[src/rtl/mux_scan_pkg.sv]
// rtl/mux_scan_pkg.sv - shared types, constants and select-code helper for the mux scan controller
package mux_scan_pkg;

    localparam int N_SRC = 9;
    localparam int SEL_W = 4;
    localparam logic [SEL_W-1:0] SEL_IDLE = 4'd0;

    typedef enum logic [1:0] {
        IDLE,
        HOLD,
        GAP
    } state_t;

    // Requester index k drives mux select code k+1; code 0 is reserved for "no source".
    function automatic logic [SEL_W-1:0] idx_to_sel(input logic [SEL_W-1:0] k);
        return k + 4'd1;
    endfunction

endpackage

[src/rtl/mux_scan_ctrl_if.sv]
// rtl/mux_scan_ctrl_if.sv - requester/select bundle of the mux scan controller (MUX_SCAN_CAPTURE_EN adds capture signals)
interface mux_scan_ctrl_if #(
    parameter int DWELL_W = 4
);
    import mux_scan_pkg::*;

    logic               ena;
    logic [N_SRC-1:0]   req;
    logic [DWELL_W-1:0] dwell;
    logic               early_release;
    logic [SEL_W-1:0]   sel;
    logic [N_SRC-1:0]   grant;
    logic               busy;
    logic               last;
`ifdef MUX_SCAN_CAPTURE_EN
    logic               mux_bit;
    logic [N_SRC-1:0]   captured;
    logic               cap_valid;
`endif

`ifdef MUX_SCAN_CAPTURE_EN
    modport master (
        output ena, req, dwell, early_release, mux_bit,
        input  sel, grant, busy, last, captured, cap_valid
    );
    modport slave (
        input  ena, req, dwell, early_release, mux_bit,
        output sel, grant, busy, last, captured, cap_valid
    );
`else
    modport master (
        output ena, req, dwell, early_release,
        input  sel, grant, busy, last
    );
    modport slave (
        input  ena, req, dwell, early_release,
        output sel, grant, busy, last
    );
`endif

endinterface

[src/rtl/rr_pick9.sv]
// rtl/rr_pick9.sv - combinational round-robin search over nine requests, wrapping at 9
module rr_pick9
    import mux_scan_pkg::*;
(
    input  logic [N_SRC-1:0] req,
    input  logic [SEL_W-1:0] ptr,
    output logic             found,
    output logic [SEL_W-1:0] idx
);

    logic [4:0] pos;

    // Walk offsets from the far end back to ptr so the nearest set request wins.
    always_comb begin
        found = 1'b0;
        idx   = '0;
        pos   = '0;
        for (int i = N_SRC - 1; i >= 0; i--) begin
            pos = {1'b0, ptr} + 5'(i);
            if (pos >= 5'(N_SRC)) begin
                pos = pos - 5'(N_SRC);
            end
            if (req[pos[3:0]]) begin
                found = 1'b1;
                idx   = pos[3:0];
            end
        end
    end

endmodule

[src/rtl/mux_scan_ctrl.sv]
// rtl/mux_scan_ctrl.sv - round-robin select scheduler for the 9-input bit mux (optional MUX_SCAN_CAPTURE_EN)
module mux_scan_ctrl
    import mux_scan_pkg::*;
#(
    parameter int DWELL_W = 4
) (
    input  logic           clk,
    input  logic           rst_n,
    mux_scan_ctrl_if.slave bus
);

    state_t             state, state_n;
    logic [SEL_W-1:0]   cur, cur_n;
    logic [SEL_W-1:0]   ptr, ptr_n;
    logic [SEL_W-1:0]   sel_q, sel_n;
    logic [N_SRC-1:0]   grant_q, grant_n;
    logic [DWELL_W-1:0] cnt, cnt_n;
    logic               hold_exit;
    logic               found;
    logic [SEL_W-1:0]   pick_idx;

    rr_pick9 u_pick (
        .req   (bus.req),
        .ptr   (ptr),
        .found (found),
        .idx   (pick_idx)
    );

    // State and output registers; reset may land mid-grant.
    always_ff @(posedge clk) begin
        if (!rst_n) begin
            state   <= IDLE;
            cur     <= '0;
            ptr     <= '0;
            cnt     <= '0;
            sel_q   <= SEL_IDLE;
            grant_q <= '0;
        end else begin
            state   <= state_n;
            cur     <= cur_n;
            ptr     <= ptr_n;
            cnt     <= cnt_n;
            sel_q   <= sel_n;
            grant_q <= grant_n;
        end
    end

    // Next state: pick in IDLE, hold until any exit cause, then one break-before-make GAP.
    always_comb begin
        state_n   = state;
        cur_n     = cur;
        ptr_n     = ptr;
        cnt_n     = cnt;
        sel_n     = SEL_IDLE;
        grant_n   = '0;
        hold_exit = 1'b0;
        case (state)
            IDLE: begin
                if (bus.ena && found) begin
                    state_n = HOLD;
                    cur_n   = pick_idx;
                    cnt_n   = bus.dwell;
                    sel_n   = idx_to_sel(pick_idx);
                    grant_n = N_SRC'(1) << pick_idx;
                end
            end
            HOLD: begin
                hold_exit = (cnt == '0) || !bus.req[cur] || bus.early_release || !bus.ena;
                if (hold_exit) begin
                    state_n = GAP;
                end else begin
                    cnt_n   = cnt - DWELL_W'(1);
                    sel_n   = sel_q;
                    grant_n = grant_q;
                end
            end
            GAP: begin
                state_n = IDLE;
                ptr_n   = (cur == 4'(N_SRC - 1)) ? '0 : cur + 4'd1;
            end
            default: begin
                state_n = IDLE;
            end
        endcase
    end

    assign bus.sel   = sel_q;
    assign bus.grant = grant_q;
    assign bus.busy  = (state != IDLE);
    assign bus.last  = hold_exit;

`ifdef MUX_SCAN_CAPTURE_EN
    logic [N_SRC-1:0] captured_q;
    logic             cap_valid_q;

    // Latch the mux output for the current owner on its final hold cycle.
    always_ff @(posedge clk) begin
        if (!rst_n) begin
            captured_q  <= '0;
            cap_valid_q <= 1'b0;
        end else begin
            cap_valid_q <= hold_exit;
            if (hold_exit) begin
                captured_q[cur] <= bus.mux_bit;
            end
        end
    end

    assign bus.captured  = captured_q;
    assign bus.cap_valid = cap_valid_q;
`endif

endmodule
[src/flat_wrapper.sv]
// flat-port wrapper written by rule: the top's interface ports become plain ports
module mux_scan_ctrl_flat import mux_scan_pkg::*;
#(
    parameter int DWELL_W = 4
)
  (clk, rst_n, bus_ena, bus_req, bus_dwell, bus_early_release, bus_sel, bus_grant, bus_busy, bus_last);
  mux_scan_ctrl_if #(.DWELL_W(DWELL_W)) bus_i ();
  input  logic clk;
  input  logic rst_n;
  input wire logic [$bits(bus_i.ena)-1:0] bus_ena;
  input wire logic [$bits(bus_i.req)-1:0] bus_req;
  input wire logic [$bits(bus_i.dwell)-1:0] bus_dwell;
  input wire logic [$bits(bus_i.early_release)-1:0] bus_early_release;
  output wire logic [$bits(bus_i.sel)-1:0] bus_sel;
  output wire logic [$bits(bus_i.grant)-1:0] bus_grant;
  output wire logic [$bits(bus_i.busy)-1:0] bus_busy;
  output wire logic [$bits(bus_i.last)-1:0] bus_last;
  assign bus_i.ena = bus_ena;
  assign bus_i.req = bus_req;
  assign bus_i.dwell = bus_dwell;
  assign bus_i.early_release = bus_early_release;
  assign bus_sel = bus_i.sel;
  assign bus_grant = bus_i.grant;
  assign bus_busy = bus_i.busy;
  assign bus_last = bus_i.last;
  mux_scan_ctrl #(.DWELL_W(DWELL_W)) u_core (.clk(clk), .rst_n(rst_n), .bus(bus_i));
endmodule
[config.mk]
export PLATFORM = sky130hd
export DESIGN_NAME = mux_scan_ctrl_flat
export DESIGN_NICKNAME = d
export VERILOG_FILES = /design/src/rtl/mux_scan_pkg.sv /design/src/rtl/mux_scan_ctrl_if.sv /design/src/rtl/rr_pick9.sv /design/src/rtl/mux_scan_ctrl.sv /design/src/flat_wrapper.sv
export SDC_FILE = /design/constraint.sdc
export NUM_CORES = 1
export LEC_CHECK = 0
export BUFFER_PORTS_ARGS = -buffer_cell sky130_fd_sc_hd__buf_2
export CAP_MARGIN = 30
export CORE_UTILIZATION = 55
export DETAILED_ROUTE_END_ITERATION = 8
export PLACE_DENSITY = 0.73
export SLEW_MARGIN = 10
export SYNTH_ARGS = -nofsm -noshare
export SYNTH_HDL_FRONTEND = slang
export SYNTH_SLANG_ARGS = --single-unit
[constraint.sdc]
create_clock -name clk -period 8.7 [get_ports clk]
set_input_delay 2.175 -clock clk [delete_from_list [all_inputs] [get_ports clk]]
set_output_delay 2.175 -clock clk [all_outputs]
set_load 0.1 [all_outputs]
==> results of run 1 <==
[through the flow]
step	hold slack, ps	total power [mW]
3_3_place_gp	448	0.395
3_5_place_dp	459	0.398
5_1_grt	503	0.503
2_1_floorplan	498	0.342
4_1_cts	482	0.471
6_report	484	0.476
[logic make-up (layout without fill, tap and decap cells)]
family / after synthesis / after routing
buffers and inverters: 85 / 68
flip-flops: 27 / 27
AO/OA/AOI/OAI: 276 / 276
multiplexers: 33 / 33
adder cells (fa/ha/maj): 27 / 27
XOR/XNOR: 21 / 21
AND/OR/NAND/NOR: 288 / 288
[cell usage after synthesis (all sizes together) (10+ instances only)]
| cell | n | share of area, % |
|---|---|---|
| nor3 | 32 | 3.4 |
| a21boi | 12 | 2.1 |
| a21oi | 48 | 4.6 |
| nand4 | 14 | 1.6 |
| nor2 | 53 | 3.7 |
| clkbuf | 24 | 1.7 |
| o21a | 12 | 1.7 |
| ha | 27 | 6.3 |
| nand2 | 65 | 4.6 |
| a22oi | 13 | 1.8 |
| a21o | 10 | 1.4 |
| o22ai | 15 | 1.7 |
| nand2b | 14 | 1.6 |
| buf | 34 | 3.4 |
| o21ai | 42 | 4.0 |
| nand3 | 27 | 2.6 |
| inv | 24 | 1.7 |
| dfxtp | 27 | 10 |
| xnor2 | 18 | 3.1 |
| o211ai | 17 | 2.6 |
| and2 | 11 | 1.3 |
| mux2i | 22 | 4.1 |
| a211oi | 14 | 1.9 |
| nor2b | 24 | 2.8 |
| a31oi | 13 | 1.5 |
[final timing paths]
path,start,to,cells past startpoint
worst min register to register,u_core.bus.grant[7],u_core.bus.grant[7],1
worst min-delay path,u_core.bus.grant[7],u_core.bus.grant[7],1
worst max-delay path,bus_req[5],bus_last,7
worst max register to register,u_core.ptr[0],u_core.cnt[0],14
[worst register-to-register path, cell delays in order (launching register included)]
cell       delay (ps)
dfxtp_2           360
inv_2             540
ha_1              600
buf_4             460
nand2b_1          540
a211oi_1          110
a31oi_1           220
a2bb2oi_1         500
nor2_1            200
o21ai_2           300
nand3_1           200
o41ai_4           960
nand2_1           350
o21ai_1           210
a221oi_2           80
[layer usage]
layer / share of wire, % / up-vias
met5: 0.059 / -
met4: 6.3 / 2
met3: 10 / 87
met2: 43 / 418
met1: 40 / 2824
li1: - / 2870
[layout make-up]
type	count	share of cell area [%]
Clock buffer	3	0.746
Clock inverter	1	0.0905
Inverter	27	1.83
Multi-Input combinational cell	645	81.0
Sequential cell	27	9.79
Tap cell	129	2.92
Timing Repair Buffer	37	3.62
[where the power goes]
| part | internal (mW) | total [mW] | switching [mW] |
|---|---|---|---|
| clock network | 0.0321 | 0.0713 | 0.0392 |
| logic | 0.0891 | 0.268 | 0.178 |
| registers | 0.130 | 0.137 | 0.00663 |
[cell usage in the layout (no fill, tap or decap), types with 5 or more instances in the layout]
| master | synthesis | routed |
|---|---|---|
| a211o_1 | 5 | 5 |
| a22oi_1 | 13 | 13 |
| inv_1 | 20 | 20 |
| a211oi_1 | 14 | 14 |
| nand4_1 | 14 | 14 |
| a31oi_1 | 13 | 13 |
| ha_1 | 27 | 27 |
| nor2b_1 | 23 | 23 |
| mux2_2 | 7 | 7 |
| nor3_1 | 29 | 29 |
| buf_2 | 22 | 31 |
| a21oi_1 | 46 | 46 |
| o21ai_1 | 10 | 10 |
| or2_2 | 5 | 5 |
| buf_4 | 7 | 6 |
| nand3_1 | 26 | 26 |
| a32oi_1 | 5 | 5 |
| mux2i_1 | 22 | 22 |
| nand2b_1 | 14 | 14 |
| nor4_1 | 5 | 5 |
| o2111ai_1 | 5 | 5 |
| and2_1 | 11 | 11 |
| a21o_1 | 10 | 10 |
| dfxtp_1 | 27 | 26 |
| o22ai_1 | 15 | 15 |
| o211ai_1 | 15 | 15 |
| nor2_1 | 53 | 53 |
| o21a_1 | 12 | 12 |
| a32o_1 | 6 | 6 |
| xnor2_1 | 17 | 17 |
| o31ai_1 | 6 | 6 |
| o21ai_0 | 31 | 31 |
| a2111oi_0 | 5 | 5 |
| nand2_1 | 64 | 64 |
| a21boi_1 | 7 | 7 |
| nor3b_1 | 7 | 7 |
[state kept, by name (all words and copies together) (netlist names)]
signal and count:
u_core.state 2, u_core.bus.sel 4, u_core.cur 4, u_core.cnt 4, u_core.ptr 4, u_core.bus.grant 9
==> metrics, run 1 <==
initial antenna violation count 1; endpoints failing setup 0; Post-synth EDFFs 0; Slew HR between 30% and 40%; M1 GR Usage between 40% and 50%; CTS H-tree depth 1; setup TNS 0 ps; asr flop ratio synth 0%; final slew viol count 0; # IOs 32; Syn Area/Cell roughly 7.1 µm²; Required @ worst endpoint between 6000 and 7000 ps; hpwl dp about 14 mm; main combinational cell family by area after synthesis compound AO/OA/AOI/OAI gates; status completed; Compound-Gate Fraction of Synth Area 37.5%; # DRC 0; Routed WL about 19 mm; RSZ-0062 raised after global routing no; area of the multi-input gates ~4500 µm²; Layout Cells excl Fill 869; CP top delay family multiplexers; all-layer global routing usage roughly 37%; routed via count between 6k and 7k; CTS root buf clkbuf_8; Ys Warns 0; crit path kind primary input to output pin; Cell Pwr Density 86.0 nW/µm²; MaxCap Viol Count 0; area share of fa/ha/maj cells after synthesis roughly 6.3%; Crit path largest cell delay around 510 ps; Fillers between 900 and 1k; Final Cell Area around 5500 µm²; mux cell area share after synthesis around 7.0%; Max clock buf depth 2; met3 Use GR between 6 and 7%; Area growth syn-to-layout 2.53%; crit path cell chain buf_2, mux4_2, mux2i_1, o21ai_0, nand4b_1, and2_1, buf_2; # port buffers 31; Mapped Area 5400 µm²; Most Frequent Cell on Critical Path buf_2; minimum clock period about 6100 ps; f_max roughly 160 MHz; nets between 700 and 800; cell total after placement ~870; cts hold-fix bufs 0; CP Capture Type output pin; crit-path max FO 15; final worst setup slack roughly 2600 ps; CTS Buf Count 3; CTS tree built; post-synth net total 801; dpl ws 2620 ps; Buffers & Inverters on Critical Path 2; initial core utilization a little under three fifths; post-layout util between 50 and 60%; Hold Vio Cnt, Final 0; CTS clk-pin slew, worst paths around 90 ps; register area share after synthesis between 10% and 20%; Leak Pwr between 2 and 2.5 nW; Synth Register Bits 27; largest net degree at the start of global routing 79; Post-CTS Resized 0; Top Usage Layer GRT met2; DR iter-0 viols between 600 and 700; row count 35; GP Congestion approximately 1.0; die footprint between 10,000 and 15,000 µm²; CTS sink count 27; GR Util met2 approximately 56%; hold crit path type flop to flop; first-pass GRT wire length a little under 30 mm; Tcrit/Tclk final between 60 and 70%; critical path arrival between 3000 and 4000 ps; post-route ant nets 0; ys flop type dfxtp_1; slew of the pin with the lowest slew margin roughly 1000 ps; share of post-route cells with drive strength above 1 around an eighth; GR Overflow Total 0; first drt pass iteration count 5; Die Y slightly above 100 µm; buffer count from post-CTS setup fixing 0; Clock Skews roughly 6.5 ps; Core ar. approximately 9400 µm²; antenna cell count 0; Mapped Cells around 760; setup slack, reg-to-reg ~3000 ps; Synth Area in XOR/XNOR 3.55%; Placed Instance Area ~5500 µm²; Avg WL per Cell between 20 and 25 µm; slowest stage cell, crit path mux4_2; DR vias/cell between 7 and 8; Max rail drop VDD approximately 0.000069 V; vias in the first global route approximately 5.6k; Storage cell area about 540 µm²; die width 101 µm; CP Launch Type primary input; clock latency on the worst-skew pair roughly 270 ps; Synth Area in Simple Gates 28.7%; Distinct cells, synth 100
Power figures use the tool's default switching activity.
==> run 2, diff against run 1 <==
--- a/config.mk
+++ b/config.mk
@@ -9,7 +9,7 @@
 export CAP_MARGIN = 30
 export CORE_UTILIZATION = 55
 export DETAILED_ROUTE_END_ITERATION = 8
-export PLACE_DENSITY = 0.73
+export PLACE_DENSITY = 0.76
 export SLEW_MARGIN = 10
 export SYNTH_ARGS = -nofsm -noshare
 export SYNTH_HDL_FRONTEND = slang
==> constraint.sdc (replaced) <==
create_clock -name clk -period 5.4 [get_ports clk]
set_input_delay 1.35 -clock clk [delete_from_list [all_inputs] [get_ports clk]]
set_output_delay 1.35 -clock clk [all_outputs]
set_load 0.1 [all_outputs]
==> metrics, run 2 (same netlist as run 1, synthesis figures left out) <==
dpl ws approximately 500 ps; post-route ant nets 0; Most Frequent Cell on Critical Path ha_1; CTS root buf clkbuf_8; Storage cell area 542 µm²; cell total after placement roughly 870; buffer count from post-CTS setup fixing 0; Final Cell Area between 5000 and 6000 µm²; critical path arrival 5120 ps; status completed; # DRC 0; CTS tree built; first drt pass iteration count 6; CP Capture Type flop; CTS H-tree depth 1; crit path kind flop to flop; GP Congestion between 1 and 1.5; initial antenna violation count 1; clock latency on the worst-skew pair between 200 and 300 ps; # IOs 32; most frequent cells in the layout nand2_1, nor2_1, a21oi_1, o21ai_0, buf_2; Buffers & Inverters on Critical Path 2; nets 792; RSZ-0062 raised after global routing no; cts hold-fix bufs 0; Clock Skews 8.33 ps; Fillers 900; post-layout util 60.0%; die footprint approximately 10,000 µm²; final worst setup slack 470 ps; crit path cell chain clkinv_1, ha_1, nor2b_1, o21a_1, a211oi_1, o22ai_1, a2111oi_2, nor3_1, o311a_1, o22ai_1, o41a_1, inv_2, ha_1, ha_1, o21ai_1, and2_1; GR Overflow Total 0; slowest stage cell, crit path ha_1; Crit path largest cell delay 750 ps; Area growth syn-to-layout 4.13%; minimum clock period 4930 ps; CTS sink count 27; Max clock buf depth 2; DR iter-0 viols between 700 and 800; Tcrit/Tclk final about nine tenths; Required @ worst endpoint 5590 ps; area of the multi-input gates approximately 4500 µm²; die width just over 100 µm; DR vias/cell 7.28; Total Power between 700 and 800 µW; flip-flop count of the largest register after layout 9; all-layer global routing usage about two fifths; CP Launch Type flop; crit-path max FO 13; row count 35; CP top delay family compound AO/OA/AOI/OAI gates; Max rail drop VDD roughly 0.00011 V; vias in the first global route around 6k; final slew viol count 0; f_max 203 MHz; largest net degree at the start of global routing 70; commonest non-fill, non-tap cell in the layout nand2_1; Hold Vio Cnt, Final 0; CTS Buf Count 3; Die Y between 100 and 150 µm; Layout Cells excl Fill 877; share of post-route cells with drive strength above 1 between 10% and 20%; CTS clk-pin slew, worst paths roughly 110 ps; WHS 489 ps; Routed WL around 20 mm; MaxCap Viol Count 0; Core ar. roughly 9400 µm²; Cell Pwr Density 140 nW/µm²; Slew HR just over 50%; first-pass GRT wire length a little over 30 mm; Post-CTS Resized 0; setup TNS 0 ps; hold crit path type flop to flop; endpoints failing setup 0; Leak Pwr ~2.2 nW; routed via count around 6.4k; slew of the pin with the lowest slew margin roughly 730 ps; Avg WL per Cell about 22 µm; initial core utilization a little under three fifths; # port buffers 31; hpwl dp about 14 mm; Placed Instance Area 5560 µm²
## run 2: cell types whose count changed in the layout (fill, tap and decap cells not counted), sizes merged
cell / before / now
diode: 0 / 1
clkbuf: 3 / 4
clkinv: 4 / 3
buf: 37 / 44
## run 2: area by class of cell
cell class / instances / share of cell area [%]
clock buffers: 4 / 0.802
flip-flops and latches: 27 / 9.64
inverters: 27 / 1.80
diodes: 1 / 0.0445
repair buffers: 44 / 5.08
multi-input cells: 645 / 79.8
well taps: 129 / 2.87
## run 2: per-layer routing
metal	share of wire, %	up-vias	GRT usage (%)
met5	0.066	-	0
met4	5.8	2	25.3
met3	11	93	6.87
met2	43	459	58.8
met1	40	2955	49.9
li1	-	2877	-
## run 2: final timing paths
kind                                            end                start  slack [ps]  cells past startpoint
worst max register to register    u_core.bus.sel[2]        u_core.ptr[2]         470                     16
worst max-delay path              u_core.bus.sel[2]        u_core.ptr[2]         470                     16
worst min register to register  u_core.bus.grant[7]  u_core.bus.grant[7]         490                      1
worst min-delay path            u_core.bus.grant[7]  u_core.bus.grant[7]         490                      1
## run 2: report_power, final
part           switching, mW  internal, mW  total (mW)
sequential            0.0126         0.210       0.223
clock                 0.0733        0.0532       0.126
combinational          0.290         0.149       0.438
total                  0.376         0.412       0.788
